===== src/rtl/fetch_sequencer.sv =====
// Program-counter and fetch controller: launches one of four ROM-resident programs,
// steps/branches the PC, and stops on the halt encoding. Optional RUN-cycle counter
// is built only when FETCH_CYCLE_COUNT_EN is defined.
module fetch_sequencer #(
    parameter int          IW        = 16,
    parameter int          DW        = 9,
    parameter logic [DW-1:0] HALT_INST = 9'h1FF,
    parameter int unsigned BASE0     = 0,
    parameter int unsigned BASE1     = 256,
    parameter int unsigned BASE2     = 512,
    parameter int unsigned BASE3     = 768
) (
    input  logic          Clk,
    input  logic          Reset,
    input  logic          Start,
    input  logic [1:0]    ProgSel,
    input  logic [DW-1:0] InstOut,
    input  logic          Stall,
    input  logic          BranchEn,
    input  logic          BranchRel,
    input  logic [IW-1:0] Target,
    output logic [IW-1:0] InstAddress,
    output logic          InstValid,
    output logic          Running,
    output logic          Ack,
    output logic [15:0]   CycleCount
);

    localparam logic [1:0] ST_IDLE = 2'd0;
    localparam logic [1:0] ST_RUN  = 2'd1;
    localparam logic [1:0] ST_DONE = 2'd2;

    logic [1:0]    state_q, state_d;
    logic [IW-1:0] pc_q, pc_d;
    logic [IW-1:0] base_sel;
    logic          launch;

    always_comb begin
        base_sel = IW'(BASE0);
        case (ProgSel)
            2'd0:    base_sel = IW'(BASE0);
            2'd1:    base_sel = IW'(BASE1);
            2'd2:    base_sel = IW'(BASE2);
            default: base_sel = IW'(BASE3);
        endcase
    end

    // Start is only honoured outside RUN; in RUN it is deliberately ignored.
    assign launch = Start && ((state_q == ST_IDLE) || (state_q == ST_DONE));

    always_comb begin
        state_d = state_q;
        pc_d    = pc_q;
        case (state_q)
            ST_IDLE, ST_DONE: begin
                if (launch) begin
                    state_d = ST_RUN;
                    pc_d    = base_sel;
                end
            end
            ST_RUN: begin
                // Halt takes priority over a branch so the PC parks on the halt address.
                if (!Stall) begin
                    if (InstOut == HALT_INST) begin
                        state_d = ST_DONE;
                    end else if (BranchEn) begin
                        pc_d = BranchRel ? (pc_q + Target) : Target;
                    end else begin
                        pc_d = pc_q + IW'(1);
                    end
                end
            end
            default: begin
                state_d = ST_IDLE;
                pc_d    = '0;
            end
        endcase
    end

    always_ff @(posedge Clk) begin
        if (Reset) begin
            state_q <= ST_IDLE;
            pc_q    <= '0;
        end else begin
            state_q <= state_d;
            pc_q    <= pc_d;
        end
    end

    assign InstAddress = pc_q;
    assign Running     = (state_q == ST_RUN);
    assign InstValid   = Running && !Stall;
    assign Ack         = (state_q == ST_DONE);

`ifdef FETCH_CYCLE_COUNT_EN
    logic [15:0] cycle_count_q, cycle_count_d;

    // Counts every RUN edge, stalled or not, and saturates rather than wrapping.
    always_comb begin
        cycle_count_d = cycle_count_q;
        if (launch) begin
            cycle_count_d = '0;
        end else if (Running && (cycle_count_q != 16'hFFFF)) begin
            cycle_count_d = cycle_count_q + 16'd1;
        end
    end

    always_ff @(posedge Clk) begin
        if (Reset) begin
            cycle_count_q <= '0;
        end else begin
            cycle_count_q <= cycle_count_d;
        end
    end

    assign CycleCount = cycle_count_q;
`else
    assign CycleCount = 16'h0000;
`endif

endmodule


===== config.mk =====
export PLATFORM = sky130hd
export DESIGN_NAME = fetch_sequencer
export DESIGN_NICKNAME = d
export VERILOG_FILES = /design/src/rtl/fetch_sequencer.sv
export SDC_FILE = /design/constraint.sdc
export NUM_CORES = 1
export LEC_CHECK = 0
export ABC_CLOCK_PERIOD_IN_PS = 4400
export CORE_MARGIN = 2
export CORE_UTILIZATION = 52
export CTS_CLUSTER_DIAMETER = 200
export DETAILED_ROUTE_END_ITERATION = 8
export PLACE_DENSITY = 0.88
export SLEW_MARGIN = 20
export SYNTH_ARGS = -nofsm -noshare
export SYNTH_HDL_FRONTEND = slang
export SYNTH_SLANG_ARGS = --single-unit

===== constraint.sdc =====
create_clock -name Clk -period 4.4 [get_ports Clk]
set_input_delay 0.88 -clock Clk [delete_from_list [all_inputs] [get_ports Clk]]
set_output_delay 0.88 -clock Clk [all_outputs]
set_load 0.05 [all_outputs]

## Word level (Yosys, flattened, before mapping)

Index checks and enable logic that the tools add are counted.

- Input port bits: 33
- Logic and storage cells: 33
- Register bits: 18
- Output and inout bits: 35

- Add/sub/neg operators: 2
- Eq/ne operators: 9
- Multiplexer cells: 11
- Reductions and logical operators: 9

Operators with widths:

| operator | number |
|---|---|
| $mux 16 | 5 |
| $pmux 16 s2 | 1 |
| $pmux 10 s3 | 1 |
| $add 16x1->16 const B | 1 |
| $add 16x16->16 | 1 |
| $eq 9x9->1 const B | 1 |
| $mux 2 | 3 |
| $ne 2x2->1 const B | 3 |
| $reduce_and 3->1 | 2 |
| $eq 2x1->1 const B | 2 |
| $eq 2x2->1 const B | 2 |
| $logic_not 2->1 | 2 |
| $pmux 2 s2 | 1 |
| $logic_and 1x1->1 | 2 |
| $ne 2x1->1 const B | 1 |
| $reduce_or 2->1 | 1 |
| $logic_not 1->1 | 1 |
| $logic_or 1x1->1 | 1 |

## Longest topological paths before layout

Gate-level depths: netlist of the first run.

- Depth in word-level cells: 6
- Depth in mapped cells: 9
- Depth with buffers taken out: 9

## Worst setup path after synthesis of the first run

Ideal clock, no wire load.

- Path type: input to register
- Start point: input port Target[0]
- End point: register pc_q[12] (netlist: InstAddress[12])
- Buffers on the path: 0
- Data required time: 4.341 ns
- Setup time: 0.059 ns
- Arrival: 2.589 ns
- Setup slack: 1.753 ns
- Stages on the path: 9
- Path through: ha_1 > inv_1 > fa_1 > nor2b_1 > o31ai_1 > a21oi_1 > or4_1 > a32oi_1 > a21o_1

- Word-level cells in the longest chain between the ends: 6

Ends and longest elaborated chain:

| element | RTL line | RTL |
|---|---|---|
| from (decl) | 21 | `input logic [IW-1:0] Target,` |
| $add 16x16->16 | 67 | `pc_d = BranchRel ? (pc_q + Target) : Target;` |
| $mux 16 | 67 |  |
| $mux 16 | 66 | `end else if (BranchEn) begin` |
| $mux 16 | 64 | `if (InstOut == HALT_INST) begin` |
| $mux 16 | 63 | `if (!Stall) begin` |
| $pmux 16 s2 | 54 | `case (state_q)` |
| to (signal assigned) | 86 | `pc_q <= pc_d;` |
| to (decl) | 34 | `logic [IW-1:0] pc_q, pc_d;` |

Every way passes these cells. The select of a mux whose other input is x is not followed.
A chain may end at the register's enable or synchronous reset.

## Worst setup path in the final report of the first run

- Start point: input port Stall
- End point: output port InstValid

- Word-level cells in the longest chain between the ends: 2

Ends and longest elaborated chain:

| element | RTL line | RTL |
|---|---|---|
| from (decl) | 18 | `input logic Stall,` |
| $logic_not 1->1 | 92 | `assign InstValid = Running && !Stall;` |
| $logic_and 1x1->1 | 92 |  |
| to (decl) | 23 | `output logic InstValid,` |

Every way passes these cells.

==> Implementation_results.wiki, run 1 <==
{| class="wikitable"
! Metric !! Value
|-
| Status || finished, final reports clean
|-
| Remaining global-route overflow || 0
|-
| CTS Root Cell || clkbuf_8
|-
| Final Skew || 1.62 ps
|-
| Area of the core || 4060 µm²
|-
| R2R Path Start || InstAddress[0]$_SDFFE_PP0P_
|-
| Kind of end point of the critical path || output pin
|-
| CTS Hold Bufs || 0
|-
| Diode count || 0
|-
| Post-detailed-route DRC marker count || 0
|-
| Wire length of the first global-routing pass || 10.9 mm
|-
| Site Rows || 23
|-
| Area of the die || 4800 µm²
|-
| IR drop worst, VDD || 0.000180 V
|-
| Die width || 69.3 µm
|-
| Fin crit period || 3200 ps
|-
| Cell with the biggest individual delay on the critical path || clkdlybuf4s50_1
|-
| Cell-by-cell listing of the critical path || clkdlybuf4s50_1 > nor2_1 > clkdlybuf4s50_1
|-
| Number of hold violations in the final report || 0
|-
| H-tree depth || 1
|-
| Post-synthesis sequential area ratio || 16.3%
|-
| Number of library cell types mapped by synthesis || 57
|-
| Number of synthesized register bits || 18
|-
| Detailed-route via count || 2518
|-
| Sequential cell area || 360 µm²
|-
| Critical path arrival || 2320 ps
|-
| Average via count per standard cell || 6.22
|-
| Critical Path Source || Stall
|-
| Leakage power of the design || 0.00113 µW
|-
| Vertical die dimension || 69.3 µm
|-
| Crit-path max cell delay || 810 ps
|-
| Total global routing track utilization || 27.3%
|-
| Number of global-route vias before repair || 2292
|-
| Share of async-settable or async-resettable flops after synthesis || 0%
|-
| Kind of path behind the tightest hold check || flop to flop
|-
| Setup violations, final || 0
|-
| Top achievable clock speed || 0.313 GHz
|-
| Met2 global-route usage || 42.6%
|-
| RSZ-0062 raised after global routing || no
|-
| Area growth syn-to-layout || 24.6%
|-
| Launch point of the worst hold path || state_q[1]$_SDFFE_PP0P_
|-
| Area of the mapped netlist || 2220 µm²
|-
| Power per cell area || 210 nW/µm²
|-
| Final number of max-transition violations || 0
|-
| Leading cell type in the layout, fill and taps excluded || clkdlybuf4s50_1
|-
| First DRT Iteration DRCs || 188
|-
| Critical path peak fanout || 6
|-
| Post-DP HPWL || 5.09 mm
|-
| Post-detailed-route wirelength per cell || 16.1 µm
|-
| Met1 track utilization from global routing || 36.7%
|-
| Crit-path most repeated cell || clkdlybuf4s50_1
|-
| Gr busiest metal || met2
|-
| Area occupied by multi-input gates || 1710 µm²
|-
| Synthesized instance count || 309
|-
| Clk_lat worst skew || 270 ps
|-
| Accumulated negative setup slack || 0 ps
|-
| Largest net degree at the start of global routing || 21
|-
| Clk sinks || 18
|-
| Initial cell density of the core || 54.6%
|-
| IO Count || 68
|-
| Layout net count || 406
|-
| Layout Utilization || 68.1%
|-
| Worst-path clk slew || 80 ps
|-
| Total of buffers placed on input and output ports || 51
|-
| Post-CTS setup buffer count || 0
|-
| Period utilization || 72.6%
|-
| Maximum Capacitance Violations || 0
|-
| Met3 Usage GRT || 6.98%
|-
| Wire length after detailed routing || 6.54 mm
|-
| RePlAce Congestion || 1.00
|-
| Required time worst endpoint || 3520 ps
|-
| Worst slew margin relative to its limit || 48.1%
|-
| Mean post-synth cell area || 7.17 µm²
|-
| Synth Warn # || 0
|-
| Critical setup path kind || input port to output pin
|-
| Number of enable flip-flop cells after synthesis || 0
|-
| Total clock buffers created by CTS || 3
|-
| Highest-count cells in the layout ignoring fill and taps || 51 x clkdlybuf4s50_1, 31 x nor2_1, 28 x o21ai_0
|-
| Detailed-routing iteration count for the pre-antenna-repair pass || 4
|-
| # fillers || 342
|-
| TritonCTS clock tree || built
|-
| Worst-case clock buffer depth || 2
|-
| Number of gates given a new drive strength after cts || 0
|-
| Share of layout cells above drive strength 1 || 3.38%
|-
| Tightest Pin Transition || 776 ps
|-
| Most common flop cell mapped by yosys || dfxtp_1
|-
| Number of antenna violations at the first check in global routing || 0
|-
| Startpoint class of the critical path || input port
|-
| Residual antenna-violating net count after detailed routing || 0
|}
report_power, final:
part           internal (µW)  switching, µW
Combinational           94.2            156
Clock                   79.9           65.4
Sequential               171           15.1
Total                    345            236
worst max-delay path, delay by kind of cell:
family / cells / cell delay (ps)
buffers and inverters: 2 / 1300
and+or+nand+nor: 1 / 130
worst paths after layout:
kind	end	slack, ps	depth (start not counted)
hold reg to reg	state_q[1]$_SDFFE_PP0P_	530	1
hold / removal	state_q[1]$_SDFFE_PP0P_	530	1
setup reg to reg	InstAddress[12]$_SDFFE_PP0P_	1980	9
setup / recovery	InstValid	1200	3
flip-flops by register name (all words and copies together), names as in the netlist:
signal	count
state_q	2
InstAddress	16
synthesized netlist by cell type (6+ instances only):
master / n / area share (%)
xnor2_1: 7 / 2.8
a31oi_1: 6 / 1.7
ha_1: 16 / 9.0
nand4_1: 7 / 2.0
clkbuf_1: 10 / 1.7
nor2_1: 31 / 5.3
dfxtp_1: 18 / 16
buf_4: 16 / 5.4
a21o_1: 8 / 2.7
o21ai_0: 28 / 6.3
inv_1: 12 / 2.0
nand2_1: 27 / 4.6
a21oi_1: 21 / 4.7
nor3_1: 9 / 2.0
area by class of cell:
class | count | share of cell area [%]
clock buffers | 4 | 1.99
inverters | 12 | 1.63
multi-input cells | 267 | 61.8
flip-flops and latches | 18 | 13.0
well taps | 50 | 2.27
repair buffers | 54 | 19.3
cells by family after synthesis:
group	Yosys count	share of synthesized area, %
AO/OA/AOI/OAI	105	31.3
XOR/XNOR	10	3.95
adder cells (fa/ha/maj)	17	9.94
buffers and inverters	39	9.32
flip-flops	18	16.3
multiplexers	6	2.82
other	1	0.169
AND/OR/NAND/NOR	113	26.3
stage by stage:
step / setup slack (ps) / instance area [µm²] / power, µW / hold WS [ps] / std cells
floorplan: 1750 / 2270 / 364 / 461 / 324
global placement: 1150 / 2710 / 432 / 494 / 401
detailed placement: 1080 / 2710 / 435 / 505 / 401
CTS: 1200 / 2760 / 578 / 523 / 405
global route: 1140 / 2760 / 606 / 570 / 405
finish: 1200 / 2760 / 581 / 529 / 405
routing by layer:
layer	share of wire [%]	up-vias
li1	-	1225
met1	43	1152
met2	46	128
met3	9.3	13
met4	1.4	0
met5	0	-
No activity file was read; power rests on OpenSTA's default activity.
==> run 2, diff against run 1 <==
--- a/config.mk
+++ b/config.mk
@@ -5,12 +5,12 @@
 export SDC_FILE = /design/constraint.sdc
 export NUM_CORES = 1
 export LEC_CHECK = 0
-export ABC_CLOCK_PERIOD_IN_PS = 4400
+export ABC_CLOCK_PERIOD_IN_PS = 3100
 export CORE_MARGIN = 2
-export CORE_UTILIZATION = 52
+export CORE_UTILIZATION = 48
 export CTS_CLUSTER_DIAMETER = 200
 export DETAILED_ROUTE_END_ITERATION = 8
-export PLACE_DENSITY = 0.88
+export PLACE_DENSITY = 0.82
 export SLEW_MARGIN = 20
 export SYNTH_ARGS = -nofsm -noshare
 export SYNTH_HDL_FRONTEND = slang
==> constraint.sdc (replaced) <==
create_clock -name Clk -period 3.1 [get_ports Clk]
set_input_delay 0.62 -clock Clk [delete_from_list [all_inputs] [get_ports Clk]]
set_output_delay 0.62 -clock Clk [all_outputs]
set_load 0.05 [all_outputs]
==> run 2 against run 1 <==
Cell count rose by 2.0%. Clock skew fell by 0.78 ps. Critical path type is now input port to flop. Sequential share of layout area fell by 0.22 points. First-iteration DRC count rose by 92%. Utilization fell by 4.4 points. Combinational power rose by 44%. Highest routed layer unchanged. Clock-buffer cell count did not move. Critical path depth rose by 8.
==> Implementation_results.wiki, run 2 (synthesis results as in run 1) <==
{| class="wikitable"
! Metric !! Value
|-
| Status || finished, final reports clean
|-
| IO Count || 68
|-
| R2R Path Start || InstAddress[0]$_SDFFE_PP0P_
|-
| Post-CTS setup buffer count || 0
|-
| Worst-case hold path end point || state_q[1]$_SDFFE_PP0P_
|-
| Detailed-routing iteration count for the pre-antenna-repair pass || 5
|-
| H-tree depth || 1
|-
| Residual antenna-violating net count after detailed routing || 0
|-
| Final number of max-transition violations || 0
|-
| CTS Hold Bufs || 0
|-
| Layout Cell Area excl Fill || 2810 µm²
|-
| Critical path arrival || 2940 ps
|-
| Top achievable clock speed || 0.362 GHz
|-
| Total clock buffers created by CTS || 3
|-
| RePlAce Congestion || 0.908
|-
| Average via count per standard cell || 6.24
|-
| Vertical die dimension || 71.9 µm
|-
| Tightest Pin Transition || 736 ps
|-
| Number of global-route vias before repair || 2277
|-
| Power per cell area || 295 nW/µm²
|-
| Leading cell type in the layout, fill and taps excluded || clkdlybuf4s50_1
|-
| Post-detailed-route DRC marker count || 0
|-
| Setup violations, final || 0
|-
| RSZ-0062 raised after global routing || no
|-
| Critical path peak fanout || 3
|-
| Detailed-route via count || 2578
|-
| Accumulated negative setup slack || 0 ps
|-
| Total global routing track utilization || 25.4%
|-
| Worst-case clock buffer depth || 2
|-
| Die width || 71.9 µm
|-
| Kind of end point of the critical path || flop
|-
| Leakage power of the design || 0.00115 µW
|-
| Cell depth of the worst flop-to-flop path || 10
|-
| Remaining global-route overflow || 0
|-
| Layout net count || 412
|-
| Period utilization || 89.0%
|-
| Worst r2r dst || InstAddress[10]$_SDFFE_PP0P_
|-
| Clk_lat worst skew || 260 ps
|-
| Worst Setup Slack, final || 341 ps
|-
| Required time worst endpoint || 3280 ps
|-
| Largest net degree at the start of global routing || 17
|-
| Area of the die || 5180 µm²
|-
| Max FFs per register || 16
|-
| Minimum setup slack after placement || 110 ps
|-
| Post-DP Area || 2750 µm²
|-
| Hold Path Cell Cnt || 1
|-
| Wire length after detailed routing || 6.59 mm
|-
| CTS Root Cell || clkbuf_8
|-
| Highest-count cells in the layout ignoring fill and taps || 51 x clkdlybuf4s50_1, 31 x nor2_1, 28 x o21ai_0
|-
| Worst-path clk slew || 80 ps
|-
| Total of buffers placed on input and output ports || 51
|-
| Number of antenna violations at the first check in global routing || 0
|-
| Share of layout cells above drive strength 1 || 4.99%
|-
| Kind of path behind the tightest hold check || flop to flop
|-
| Initial cell density of the core || 50.2%
|-
| Number of hold violations in the final report || 0
|-
| Post-detailed-route wirelength per cell || 15.9 µm
|-
| Maximum Capacitance Violations || 0
|-
| Critical setup path kind || input port to flop
|-
| Worst slew margin relative to its limit || 50.6%
|-
| Number of gates given a new drive strength after cts || 0
|-
| Post-DP HPWL || 5.19 mm
|-
| IR drop worst, VDD || 0.000206 V
|-
| Slack of the worst reg-to-reg path || 690 ps
|-
| Fin crit period || 2760 ps
|-
| Final Skew || 0.843 ps
|-
| TritonCTS clock tree || built
|-
| Launch point of the worst hold path || state_q[1]$_SDFFE_PP0P_
|-
| Area of the core || 4410 µm²
|-
| Clk sinks || 18
|-
| Startpoint class of the critical path || input port
|-
| Diode count || 0
|-
| Site Rows || 24
|-
| Wire length of the first global-routing pass || 10.6 mm
|-
| First DRT Iteration DRCs || 361
|-
| Area growth syn-to-layout || 26.8%
|}
-- run 2: cell types whose count changed in the layout (fill, tap and decap cells not counted), sizes merged --
cell  before  now
buf        3    9
-- run 2: per-stage QoR --
step	cells	power, µW	hold WS [ps]	utilization, %
final	413	829	522	63.6
after global routing	413	866	551	63.6
after CTS	413	823	523	63.6
after detailed placement	409	622	505	62.4
after global placement	409	618	498	62.4
after floorplan	324	516	461	-
-- run 2: cell type report --
type	count	area, µm²
multi-input cells	267	1710
fillers	393	1610
repair buffers	60	578
flip-flops and latches	18	360
well taps	52	65.1
clock buffers	4	55.1
inverters	12	45.0
-- run 2: critical path, cell delays in order --
cell,delay (ps)
clkdlybuf4s50_1,480
ha_1,200
inv_1,70
fa_1,400
nor2b_1,170
o31ai_1,100
buf_4,150
a22o_1,230
o21ai_0,180
a21oi_1,90
o31ai_1,230
-- run 2: how the worst max path moves through the flow --
stage	from	to	slack [ps]	cells past startpoint
after floorplan	InstAddress[2]$_SDFFE_PP0P_	InstAddress[12]$_SDFFE_PP0P_	600	7
after global placement	Target[0]	InstAddress[10]$_SDFFE_PP0P_	210	11
after detailed placement	Target[0]	InstAddress[10]$_SDFFE_PP0P_	110	11
after CTS	Target[0]	InstAddress[10]$_SDFFE_PP0P_	360	11
after global routing	Target[0]	InstAddress[10]$_SDFFE_PP0P_	180	11
final	Target[0]	InstAddress[10]$_SDFFE_PP0P_	340	11
-- run 2: power by group --
part | leakage [µW] | total, µW | internal, µW | switching [µW]
Sequential | 0.000146 | 263 | 242 | 20.6
Combinational | 0.000978 | 360 | 138 | 223
Clock | 0.0000288 | 206 | 113 | 92.6
-- run 2: metal layers --
metal / GRT usage, % / share of wire (%)
met5: 0 / 0
met4: 6.92 / 1.6
met3: 2.78 / 9.5
met2: 42.0 / 45
met1: 35.4 / 44
